File: src/rtl/v30mz_pkg.sv
// Shared constants, fetch-state encoding and address helper for the V30MZ
// prefetch unit.
package v30mz_pkg;

  localparam logic [3:0]  BUS_IDLE      = 4'hF;
  localparam logic [3:0]  BUS_CODE_READ = 4'h9;
  localparam logic [15:0] RESET_PS      = 16'hFFFF;
  localparam logic [15:0] RESET_PC      = 16'h0000;

  typedef enum logic [1:0] {
    IDLE = 2'd0,
    REQ  = 2'd1,
    DROP = 2'd2
  } fetch_state_e;

  // Segment:offset to 20-bit physical address; the carry out of bit 19 is dropped.
  function automatic logic [19:0] phys_addr(input logic [15:0] ps, input logic [15:0] pc);
    return {ps, 4'b0000} + {4'b0000, pc};
  endfunction

endpackage

File: src/rtl/v30mz_prefetch_unit_if.sv
// External code-fetch bus between the prefetch unit (master) and the bus
// interface / memory (slave).
interface v30mz_prefetch_unit_if #(
  parameter int BUS_BYTES = 2
);
  logic [8*BUS_BYTES-1:0] bus_data;
  logic                   bus_readyb;
  logic [19:0]            bus_addr;
  logic [3:0]             bus_status;

  modport master (input bus_data, bus_readyb, output bus_addr, bus_status);
  modport slave  (output bus_data, bus_readyb, input bus_addr, bus_status);
endinterface

File: src/rtl/v30mz_byte_fifo.sv
// Byte ring buffer with variable push/pop counts per cycle, a multi-byte
// peek window at the head and a synchronous clear.
module v30mz_byte_fifo #(
  parameter int DEPTH    = 8,
  parameter int PUSH_MAX = 2,
  parameter int PEEK     = 4,
  parameter int CNT_W    = 4
) (
  input  logic                  clk,
  input  logic                  reset,
  input  logic                  i_clear,
  input  logic [CNT_W-1:0]      i_push_cnt,
  input  logic [8*PUSH_MAX-1:0] i_push_data,
  input  logic [CNT_W-1:0]      i_pop_cnt,
  output logic [8*PEEK-1:0]     o_peek,
  output logic [CNT_W-1:0]      o_level
);
  localparam int PW = $clog2(DEPTH);

  logic [7:0]       r_mem [DEPTH];
  logic [PW-1:0]    r_rd;
  logic [PW-1:0]    r_wr;
  logic [CNT_W-1:0] r_level;
  logic [CNT_W-1:0] w_pop;

  // Never remove more bytes than are actually held.
  always_comb begin
    if (i_pop_cnt > r_level) begin
      w_pop = r_level;
    end else begin
      w_pop = i_pop_cnt;
    end
  end

  // Pointer and level bookkeeping; clear beats any push or pop in the same cycle.
  always_ff @(posedge clk) begin
    if (reset || i_clear) begin
      r_rd    <= {PW{1'b0}};
      r_wr    <= {PW{1'b0}};
      r_level <= {CNT_W{1'b0}};
    end else begin
      r_rd    <= r_rd + w_pop[PW-1:0];
      r_wr    <= r_wr + i_push_cnt[PW-1:0];
      r_level <= r_level + i_push_cnt - w_pop;
    end
  end

  // Byte storage: write only the lanes being pushed, starting at the write pointer.
  always_ff @(posedge clk) begin
    for (int i = 0; i < PUSH_MAX; i++) begin
      if (!reset && !i_clear && (i < int'(i_push_cnt))) begin
        r_mem[r_wr + PW'(i)] <= i_push_data[8*i +: 8];
      end
    end
  end

  // Peek window: byte 0 is the oldest byte in the queue.
  always_comb begin
    o_peek = {(8*PEEK){1'b0}};
    for (int i = 0; i < PEEK; i++) begin
      o_peek[8*i +: 8] = r_mem[r_rd + PW'(i)];
    end
  end

  assign o_level = r_level;

endmodule

File: src/rtl/v30mz_prefetch_unit_chk.sv
// Simulation-side checker: flags a consumer popping more bytes than queued.
module v30mz_prefetch_unit_chk #(
  parameter int CNT_W = 4
) (
  input logic             clk,
  input logic             reset,
  input logic             i_flush,
  input logic [CNT_W-1:0] i_pop_count,
  input logic [CNT_W-1:0] i_level
);
  // Pops are ignored in a flush cycle, so only non-flush cycles are checked.
  property p_pop_within_level;
    @(posedge clk) disable iff (reset) (!i_flush) |-> (i_pop_count <= i_level);
  endproperty

  a_pop_within_level: assert property (p_pop_within_level)
    else $warning("pop_count %0d exceeds level %0d", i_pop_count, i_level);

endmodule

File: src/rtl/v30mz_prefetch_unit.sv
// V30MZ bus control / instruction prefetch queue: fetches code from
// {PS,0}+PFP into a byte FIFO and exposes a peek window to the decoder.
// Optional statistics counters are enabled with `define V30MZ_PREFETCH_STATS_EN.
module v30mz_prefetch_unit
  import v30mz_pkg::*;
#(
  parameter int DEPTH      = 8,
  parameter int BUS_BYTES  = 2,
  parameter int PEEK_BYTES = 4,
  parameter int CNT_W      = 4
) (
  input  logic                    clk,
  input  logic                    reset,
  v30mz_prefetch_unit_if.master   bus,
  input  logic                    i_flush,
  input  logic [15:0]             i_flush_ps,
  input  logic [15:0]             i_flush_pc,
  input  logic [CNT_W-1:0]        i_pop_count,
  output logic [8*PEEK_BYTES-1:0] o_peek_data,
  output logic [CNT_W-1:0]        o_level,
  output logic                    o_full,
  output logic                    o_empty
`ifdef V30MZ_PREFETCH_STATS_EN
  ,
  output logic [31:0]             o_stat_fetch_bytes,
  output logic [31:0]             o_stat_starve_cycles,
  output logic [15:0]             o_stat_flushes
`endif
);
  fetch_state_e r_state;
  fetch_state_e w_state_nx;
  logic [15:0]  r_ps;
  logic [15:0]  r_pfp;
  logic [19:0]  r_addr;
  logic [3:0]   r_status;
  logic [3:0]   w_status_nx;
  logic         w_advance;
  logic         w_odd;
  logic [CNT_W-1:0] w_level;
  logic [CNT_W-1:0] w_pop_eff;
  logic [CNT_W-1:0] w_fetch_n;
  logic [CNT_W-1:0] w_free;
  logic [CNT_W-1:0] w_push_cnt;
  logic [8*BUS_BYTES-1:0] w_push_data;

  // A 16-bit bus at an odd PFP can only deliver the high byte.
  assign w_odd       = (BUS_BYTES == 2) && r_pfp[0];
  assign w_fetch_n   = w_odd ? CNT_W'(1) : CNT_W'(BUS_BYTES);
  assign w_push_data = w_odd ? (bus.bus_data >> 4'd8) : bus.bus_data;
  // Pops are ignored while flushing and clamped to the current level.
  assign w_pop_eff   = i_flush ? {CNT_W{1'b0}} :
                       ((i_pop_count > w_level) ? w_level : i_pop_count);
  assign w_free      = CNT_W'(DEPTH) - w_level + w_pop_eff;

  // Fetch FSM next-state and push decision.
  always_comb begin
    w_state_nx  = r_state;
    w_status_nx = r_status;
    w_push_cnt  = {CNT_W{1'b0}};
    w_advance   = 1'b0;
    case (r_state)
      IDLE: begin
        if (!i_flush && (w_free >= w_fetch_n)) begin
          w_state_nx  = REQ;
          w_status_nx = BUS_CODE_READ;
        end else begin
          w_status_nx = BUS_IDLE;
        end
      end
      REQ: begin
        if (!bus.bus_readyb) begin
          w_state_nx  = IDLE;
          w_status_nx = BUS_IDLE;
          // Data completing in the flush cycle belongs to the old stream.
          if (!i_flush) begin
            w_push_cnt = w_fetch_n;
            w_advance  = 1'b1;
          end else begin
            w_push_cnt = {CNT_W{1'b0}};
          end
        end else if (i_flush) begin
          // The bus cycle cannot be aborted; wait it out and discard.
          w_state_nx = DROP;
        end else begin
          w_state_nx = REQ;
        end
      end
      DROP: begin
        if (!bus.bus_readyb) begin
          w_state_nx  = IDLE;
          w_status_nx = BUS_IDLE;
        end else begin
          w_state_nx = DROP;
        end
      end
      default: begin
        w_state_nx  = IDLE;
        w_status_nx = BUS_IDLE;
      end
    endcase
  end

  // State, fetch pointer and latched bus address.
  always_ff @(posedge clk) begin
    if (reset) begin
      r_state  <= IDLE;
      r_status <= BUS_IDLE;
      r_ps     <= RESET_PS;
      r_pfp    <= RESET_PC;
      r_addr   <= phys_addr(RESET_PS, RESET_PC);
    end else begin
      r_state  <= w_state_nx;
      r_status <= w_status_nx;
      if (i_flush) begin
        r_ps  <= i_flush_ps;
        r_pfp <= i_flush_pc;
      end else if (w_advance) begin
        r_pfp <= r_pfp + 16'(w_fetch_n);
      end else begin
        r_pfp <= r_pfp;
      end
      if ((r_state == IDLE) && (w_state_nx == REQ)) begin
        r_addr <= phys_addr(r_ps, r_pfp);
      end else begin
        r_addr <= r_addr;
      end
    end
  end

  assign bus.bus_addr   = r_addr;
  assign bus.bus_status = r_status;

  v30mz_byte_fifo #(
    .DEPTH(DEPTH), .PUSH_MAX(BUS_BYTES), .PEEK(PEEK_BYTES), .CNT_W(CNT_W)
  ) u_fifo (
    .clk         (clk),
    .reset       (reset),
    .i_clear     (i_flush),
    .i_push_cnt  (w_push_cnt),
    .i_push_data (w_push_data),
    .i_pop_cnt   (w_pop_eff),
    .o_peek      (o_peek_data),
    .o_level     (w_level)
  );

  assign o_level = w_level;
  assign o_full  = (w_level == CNT_W'(DEPTH));
  assign o_empty = (w_level == {CNT_W{1'b0}});

  v30mz_prefetch_unit_chk #(.CNT_W(CNT_W)) u_chk (
    .clk         (clk),
    .reset       (reset),
    .i_flush     (i_flush),
    .i_pop_count (i_pop_count),
    .i_level     (w_level)
  );

`ifdef V30MZ_PREFETCH_STATS_EN
  logic [31:0] r_stat_bytes;
  logic [31:0] r_stat_starve;
  logic [15:0] r_stat_flush;

  // Saturating event counters.
  always_ff @(posedge clk) begin
    if (reset) begin
      r_stat_bytes  <= 32'd0;
      r_stat_starve <= 32'd0;
      r_stat_flush  <= 16'd0;
    end else begin
      if (r_stat_bytes > (32'hFFFF_FFFF - 32'(w_push_cnt))) begin
        r_stat_bytes <= 32'hFFFF_FFFF;
      end else begin
        r_stat_bytes <= r_stat_bytes + 32'(w_push_cnt);
      end
      if (o_empty && (i_pop_count != {CNT_W{1'b0}}) && (r_stat_starve != 32'hFFFF_FFFF)) begin
        r_stat_starve <= r_stat_starve + 32'd1;
      end else begin
        r_stat_starve <= r_stat_starve;
      end
      if (i_flush && (r_stat_flush != 16'hFFFF)) begin
        r_stat_flush <= r_stat_flush + 16'd1;
      end else begin
        r_stat_flush <= r_stat_flush;
      end
    end
  end

  assign o_stat_fetch_bytes   = r_stat_bytes;
  assign o_stat_starve_cycles = r_stat_starve;
  assign o_stat_flushes       = r_stat_flush;
`endif

endmodule

File: src/flat_wrapper.sv
// flat-port wrapper written by rule: the top's interface ports become plain ports
module v30mz_prefetch_unit_flat import v30mz_pkg::*;
#(
  parameter int DEPTH      = 8,
  parameter int BUS_BYTES  = 2,
  parameter int PEEK_BYTES = 4,
  parameter int CNT_W      = 4
)
  (clk, reset, i_flush, i_flush_ps, i_flush_pc, i_pop_count, o_peek_data, o_level, o_full, o_empty, bus_bus_data, bus_bus_readyb, bus_bus_addr, bus_bus_status);
  v30mz_prefetch_unit_if #(.BUS_BYTES(BUS_BYTES)) bus_i ();
  input  logic clk;
  input  logic reset;
  input  logic i_flush;
  input  logic [15:0] i_flush_ps;
  input  logic [15:0] i_flush_pc;
  input  logic [CNT_W-1:0] i_pop_count;
  output logic [8*PEEK_BYTES-1:0] o_peek_data;
  output logic [CNT_W-1:0] o_level;
  output logic o_full;
  output logic o_empty;
  input wire logic [$bits(bus_i.bus_data)-1:0] bus_bus_data;
  input wire logic [$bits(bus_i.bus_readyb)-1:0] bus_bus_readyb;
  output wire logic [$bits(bus_i.bus_addr)-1:0] bus_bus_addr;
  output wire logic [$bits(bus_i.bus_status)-1:0] bus_bus_status;
  assign bus_i.bus_data = bus_bus_data;
  assign bus_i.bus_readyb = bus_bus_readyb;
  assign bus_bus_addr = bus_i.bus_addr;
  assign bus_bus_status = bus_i.bus_status;
  v30mz_prefetch_unit #(.DEPTH(DEPTH), .BUS_BYTES(BUS_BYTES), .PEEK_BYTES(PEEK_BYTES), .CNT_W(CNT_W)) u_core (.clk(clk), .reset(reset), .bus(bus_i), .i_flush(i_flush), .i_flush_ps(i_flush_ps), .i_flush_pc(i_flush_pc), .i_pop_count(i_pop_count), .o_peek_data(o_peek_data), .o_level(o_level), .o_full(o_full), .o_empty(o_empty));
endmodule
File: config.mk
export PLATFORM = sky130hd
export DESIGN_NAME = v30mz_prefetch_unit_flat
export DESIGN_NICKNAME = d
export VERILOG_FILES = /design/src/rtl/v30mz_pkg.sv /design/src/rtl/v30mz_prefetch_unit_if.sv /design/src/rtl/v30mz_byte_fifo.sv /design/src/rtl/v30mz_prefetch_unit_chk.sv /design/src/rtl/v30mz_prefetch_unit.sv /design/src/flat_wrapper.sv
export SDC_FILE = /design/constraint.sdc
export NUM_CORES = 1
export LEC_CHECK = 0
export ABC_AREA = 1
export CORE_MARGIN = 5
export CORE_UTILIZATION = 53
export CTS_BUF_LIST = sky130_fd_sc_hd__clkbuf_8
export DETAILED_ROUTE_END_ITERATION = 10
export HOLD_SLACK_MARGIN = 0.15
export PLACE_DENSITY = 0.77
export REMOVE_ABC_BUFFERS = 1
export SLEW_MARGIN = 10
export SYNTH_ARGS = -nofsm -noshare
export SYNTH_HDL_FRONTEND = slang
export SYNTH_HIERARCHICAL = 1
export SYNTH_SLANG_ARGS = --single-unit
File: constraint.sdc
create_clock -name clk -period 5.6 [get_ports clk]
set_input_delay 1.12 -clock clk [delete_from_list [all_inputs] [get_ports clk]]
set_output_delay 1.12 -clock clk [all_outputs]
set_load 0.01 [all_outputs]
==> summary by stage <==
Status
The run finished with clean final reports.

Timing
The transition time at the pin with the least slew margin is 0.966 ns. Setup total negative slack on the finished layout was measured at 0 ns. Setup repair after global routing left no endpoint under its margin. Measured against its own limit, the worst slew margin works out to 0.356.

Based on the critical path, the design can be clocked at up to 0.209 GHz. The number of endpoints failing setup at the final stage is 0. The final number of max-transition violations is 0.

The clock period could shrink to 4.78 ns. The count of final hold-check violations is 0. The portion of the clock cycle consumed by the worst path in the final layout is 0.853.

Across the routed clock network, the largest skew measured is 0.0120 ns.

Clock network
The H-tree was split into 4 levels. The number of clock sinks seen by CTS is 129. The maximum number of buffers from clock root to sink is 2. The root cell of the clock tree is sky130_fd_sc_hd__clkbuf_8. The number of cells upsized or downsized after cts is 0. In this run, post-CTS hold repair placed 0 buffers.

Clock latency on the worst-skew pair, taken at its later pin, is 0.45 ns. The number of setup buffers added after CTS is 0. In this run, CTS created clock tree buffers numbering 17. The TritonCTS clock tree is done.

Clock-pin slew was measured on the worst setup and hold paths at 0.07 ns.

Drt
For this block, the initial DRC count from the detailed router was 890. Before antenna repair, the detailed router went through 6 iterations. The average wire per cell in the routed design is 15.2 um. The number of vias in the routed layout is 8412. The number of vias per cell is 5.36. In the routed design, unresolved DRC markers number 0. Detailed routing placed a total of 1670 um of wire on met3. The routed length on met2 is 11800 um.

In this run the remaining antenna-violating nets after routing total 0. After detailed routing, the total wire length is 23800 um. The highest metal layer carrying signal wires in the routed design is met4. After detailed routing, the wire length on met1 is 9650 um.

Placed design
Buffers placed on the I/O ports in this run total 115. The post-detailed-placement cell area is 10400 um^2. At the end of routability-driven placement, the weighted congestion stood at 0.850.

After legalization and detailed placement, the total HPWL measured 16800 um.

Global routing
After global routing the overflow that remains totals 0. The overall routing resource usage is 0.243. The initial antenna violation count is 0. Entering global routing, the biggest net connects 122 pins. The number of global-route vias before repair is 7977. The first global-routing pass estimated 38800 um of wire.

Logic synthesis
The part of the Yosys area used for sequential elements is 0.354. Yosys mapped a number of flops with a built-in enable equal to 64. The most frequent cell after synthesis is sky130_fd_sc_hd__nand2_1.

The synthesized flop and latch total is 129. The mean instance size in the synthesized netlist is 7.38 um^2. For this run, asynchronously set or reset flops after synthesis account for 0. Synthesis handed over a netlist of 1233 instances.

The share of Yosys cell area claimed by the top area cell type is 0.211. The Yosys step of the flow raised 6 warnings. The most used flip-flop cell after synthesis is sky130_fd_sc_hd__dfxtp_1. In the synthesized netlist, the cells that appear most often are sky130_fd_sc_hd__nand2_1 (344), sky130_fd_sc_hd__o21ai_0 (175), sky130_fd_sc_hd__inv_1 (122), sky130_fd_sc_hd__nor2_1 (82), sky130_fd_sc_hd__dfxtp_1 (65). The synthesized design spends more area on one cell type than any other, namely sky130_fd_sc_hd__edfxtp_1. The count of unique library cells instantiated by Yosys is 49. After synthesis, the cell types taking the most area are sky130_fd_sc_hd__edfxtp_1 (21%), sky130_fd_sc_hd__dfxtp_1 (14%), sky130_fd_sc_hd__nand2_1 (14%). Summing every instance area after synthesis gives 9100 um^2.

Power
IR analysis of the VDD net gives a maximum drop of 0.307 mV. In this run the static leakage power is 0.00445 uW. The total power density per cell area is 471 nW/um^2. The total chip power is 5090 uW.

Worst setup path
STA puts the critical path data required time at 5.95 ns. The type of the setup path with the least slack is input pin to register. The worst setup path is launched from an input pin. The worst setup path is captured at a register. The critical path data arrival time is 5.13 ns. Of all nets on the critical path, the largest fanout is 8.

Layout
The area growth from synthesis to layout is 18.8%. The layout cell share with drive strength beyond 1 is 0.0863. The final cell area excluding filler cells is 10800 um^2. The repair_antennas step left the layout with diodes totalling 0.

The number of nets in the finished design is 1435. The final-layout fill cell count is 1506.

Worst hold path
The tightest min-delay check is of the register to register type.

Die
The core footprint is 17100 um^2. The width of the chip is 141 um. 118 I/O pins were placed.

The placement row count is 48. The chip height is 141 um. The effective utilization at floorplan is 0.534. The full die area is 19900 um^2.

Run
The tool flagged a number of max-cap violations equal to 0.
-- sequential cells by signal, indices dropped and copies added, names as in the netlist --
name / count
u_core/u_fifo/r_mem: 64
u_core/bus.bus_addr: 20
u_core/r_pfp: 16
u_core/r_ps: 16
u_core/u_fifo/o_level: 4
u_core/u_fifo/r_rd: 3
u_core/u_fifo/r_wr: 3
u_core/r_state: 2
u_core/bus.bus_status: 1
-- final timing paths --
| check | startpoint | end | slack [ns] | cells after the start |
|---|---|---|---|---|
| min | u_core/bus.bus_addr[19] | u_core/bus.bus_addr[19] | 0.46 | 2 |
| min reg2reg | u_core/bus.bus_addr[19] | u_core/bus.bus_addr[19] | 0.46 | 2 |
| max reg2reg | u_core/u_fifo/o_level[3] | u_core/u_fifo/o_level[3] | 1.34 | 26 |
| max | i_pop_count[0] | u_core/u_fifo/o_level[3] | 0.82 | 28 |
-- per-layer routing --
layer  up-vias  global-route usage
li1       4260                   -
met3        57              0.0458
met4         0               0.112
met5         -                   0
met1      3793               0.295
met2       302               0.416
-- through the flow --
| step | cells | hold WS, ns | worst slack (ns) | util |
|---|---|---|---|---|
| after global placement | 1537 | 0.443 | 0.552 | 0.607 |
| after floorplan | 1175 | 0.435 | 0.349 | - |
| after CTS | 1569 | 0.469 | 0.852 | 0.634 |
| after detailed placement | 1537 | 0.450 | 0.378 | 0.607 |
| final | 1569 | 0.464 | 0.822 | 0.634 |
| after global routing | 1569 | 0.494 | 0.431 | 0.634 |
-- worst max-delay path: stages --
cell and delay [ns]:
sky130_fd_sc_hd__clkdlybuf4s50_1 0.48, sky130_fd_sc_hd__inv_1 0.05, sky130_fd_sc_hd__ha_1 0.18, sky130_fd_sc_hd__inv_1 0.05, sky130_fd_sc_hd__nand2_1 0.04, sky130_fd_sc_hd__nand2_1 0.06, sky130_fd_sc_hd__nand2_1 0.06, sky130_fd_sc_hd__nand2_2 0.07
sky130_fd_sc_hd__nand2_2 0.07, sky130_fd_sc_hd__inv_1 0.13, sky130_fd_sc_hd__o21ai_0 0.09, sky130_fd_sc_hd__a21oi_1 0.31, sky130_fd_sc_hd__ha_1 0.30, sky130_fd_sc_hd__nand2_1 0.06, sky130_fd_sc_hd__inv_1 0.05, sky130_fd_sc_hd__nand2_1 0.06
sky130_fd_sc_hd__nand2_1 0.07, sky130_fd_sc_hd__nand2_1 0.19, sky130_fd_sc_hd__nor2_1 0.06, sky130_fd_sc_hd__a21oi_1 0.29, sky130_fd_sc_hd__fa_1 0.53, sky130_fd_sc_hd__ha_1 0.22, sky130_fd_sc_hd__a21oi_1 0.19, sky130_fd_sc_hd__nand2_1 0.08
sky130_fd_sc_hd__nand2_1 0.07, sky130_fd_sc_hd__nand2_1 0.07, sky130_fd_sc_hd__a21oi_1 0.13, sky130_fd_sc_hd__nor2_1 0.06
-- cell type report --
class	count	area, um^2	share of cell area
Multi-Input combinational cell	917	5050	0.467
Sequential cell	129	3220	0.298
Timing Repair Buffer	137	1320	0.122
Inverter	129	487	0.0450
Tap cell	225	282	0.0260
Clock buffer	19	262	0.0242
Clock inverter	13	193	0.0178
-- logic make-up after synthesis --
group / synth area share
multiplexers: 0.00440
AO/OA/AOI/OAI: 0.152
buffers and inverters: 0.0934
flip-flops: 0.354
AND/OR/NAND/NOR: 0.286
adder cells (fa/ha/maj): 0.0717
other: 0.000825
XOR/XNOR: 0.0372
-- power breakdown --
group          switching [uW]  total (uW)  internal, uW
sequential               99.9        1200          1100
combinational            1670        2970          1300
clock                     370         917           547
total                    2140        5090          2950
-- placed cells by master (no fill, tap or decap), types with 5 or more instances in the layout --
master | Yosys | final
sky130_fd_sc_hd__ha_1 | 41 | 41
sky130_fd_sc_hd__nand4_1 | 27 | 27
sky130_fd_sc_hd__inv_2 | 5 | 5
sky130_fd_sc_hd__a21oi_1 | 36 | 36
sky130_fd_sc_hd__nand2_4 | 14 | 14
sky130_fd_sc_hd__o21ai_0 | 175 | 175
sky130_fd_sc_hd__nand2_1 | 344 | 344
sky130_fd_sc_hd__nor2_1 | 82 | 82
sky130_fd_sc_hd__nor3_1 | 7 | 7
sky130_fd_sc_hd__dfxtp_1 | 65 | 64
sky130_fd_sc_hd__clkdlybuf4s50_1 | 0 | 115
sky130_fd_sc_hd__xor2_1 | 23 | 23
sky130_fd_sc_hd__nand3_2 | 14 | 14
sky130_fd_sc_hd__inv_1 | 122 | 124
sky130_fd_sc_hd__nand2_2 | 8 | 8
sky130_fd_sc_hd__conb_1 | 2 | 7
sky130_fd_sc_hd__o21ai_1 | 11 | 11
sky130_fd_sc_hd__o22a_1 | 14 | 14
sky130_fd_sc_hd__a31oi_1 | 7 | 7
sky130_fd_sc_hd__edfxtp_1 | 64 | 64
sky130_fd_sc_hd__nor2_4 | 9 | 9
sky130_fd_sc_hd__nand3_1 | 52 | 52
sky130_fd_sc_hd__buf_4 | 8 | 22
sky130_fd_sc_hd__fa_1 | 7 | 7
sky130_fd_sc_hd__xnor2_1 | 12 | 12
sky130_fd_sc_hd__clkbuf_8 | 0 | 19
sky130_fd_sc_hd__bufinv_16 | 0 | 5
(Power assumes the default switching activity.)
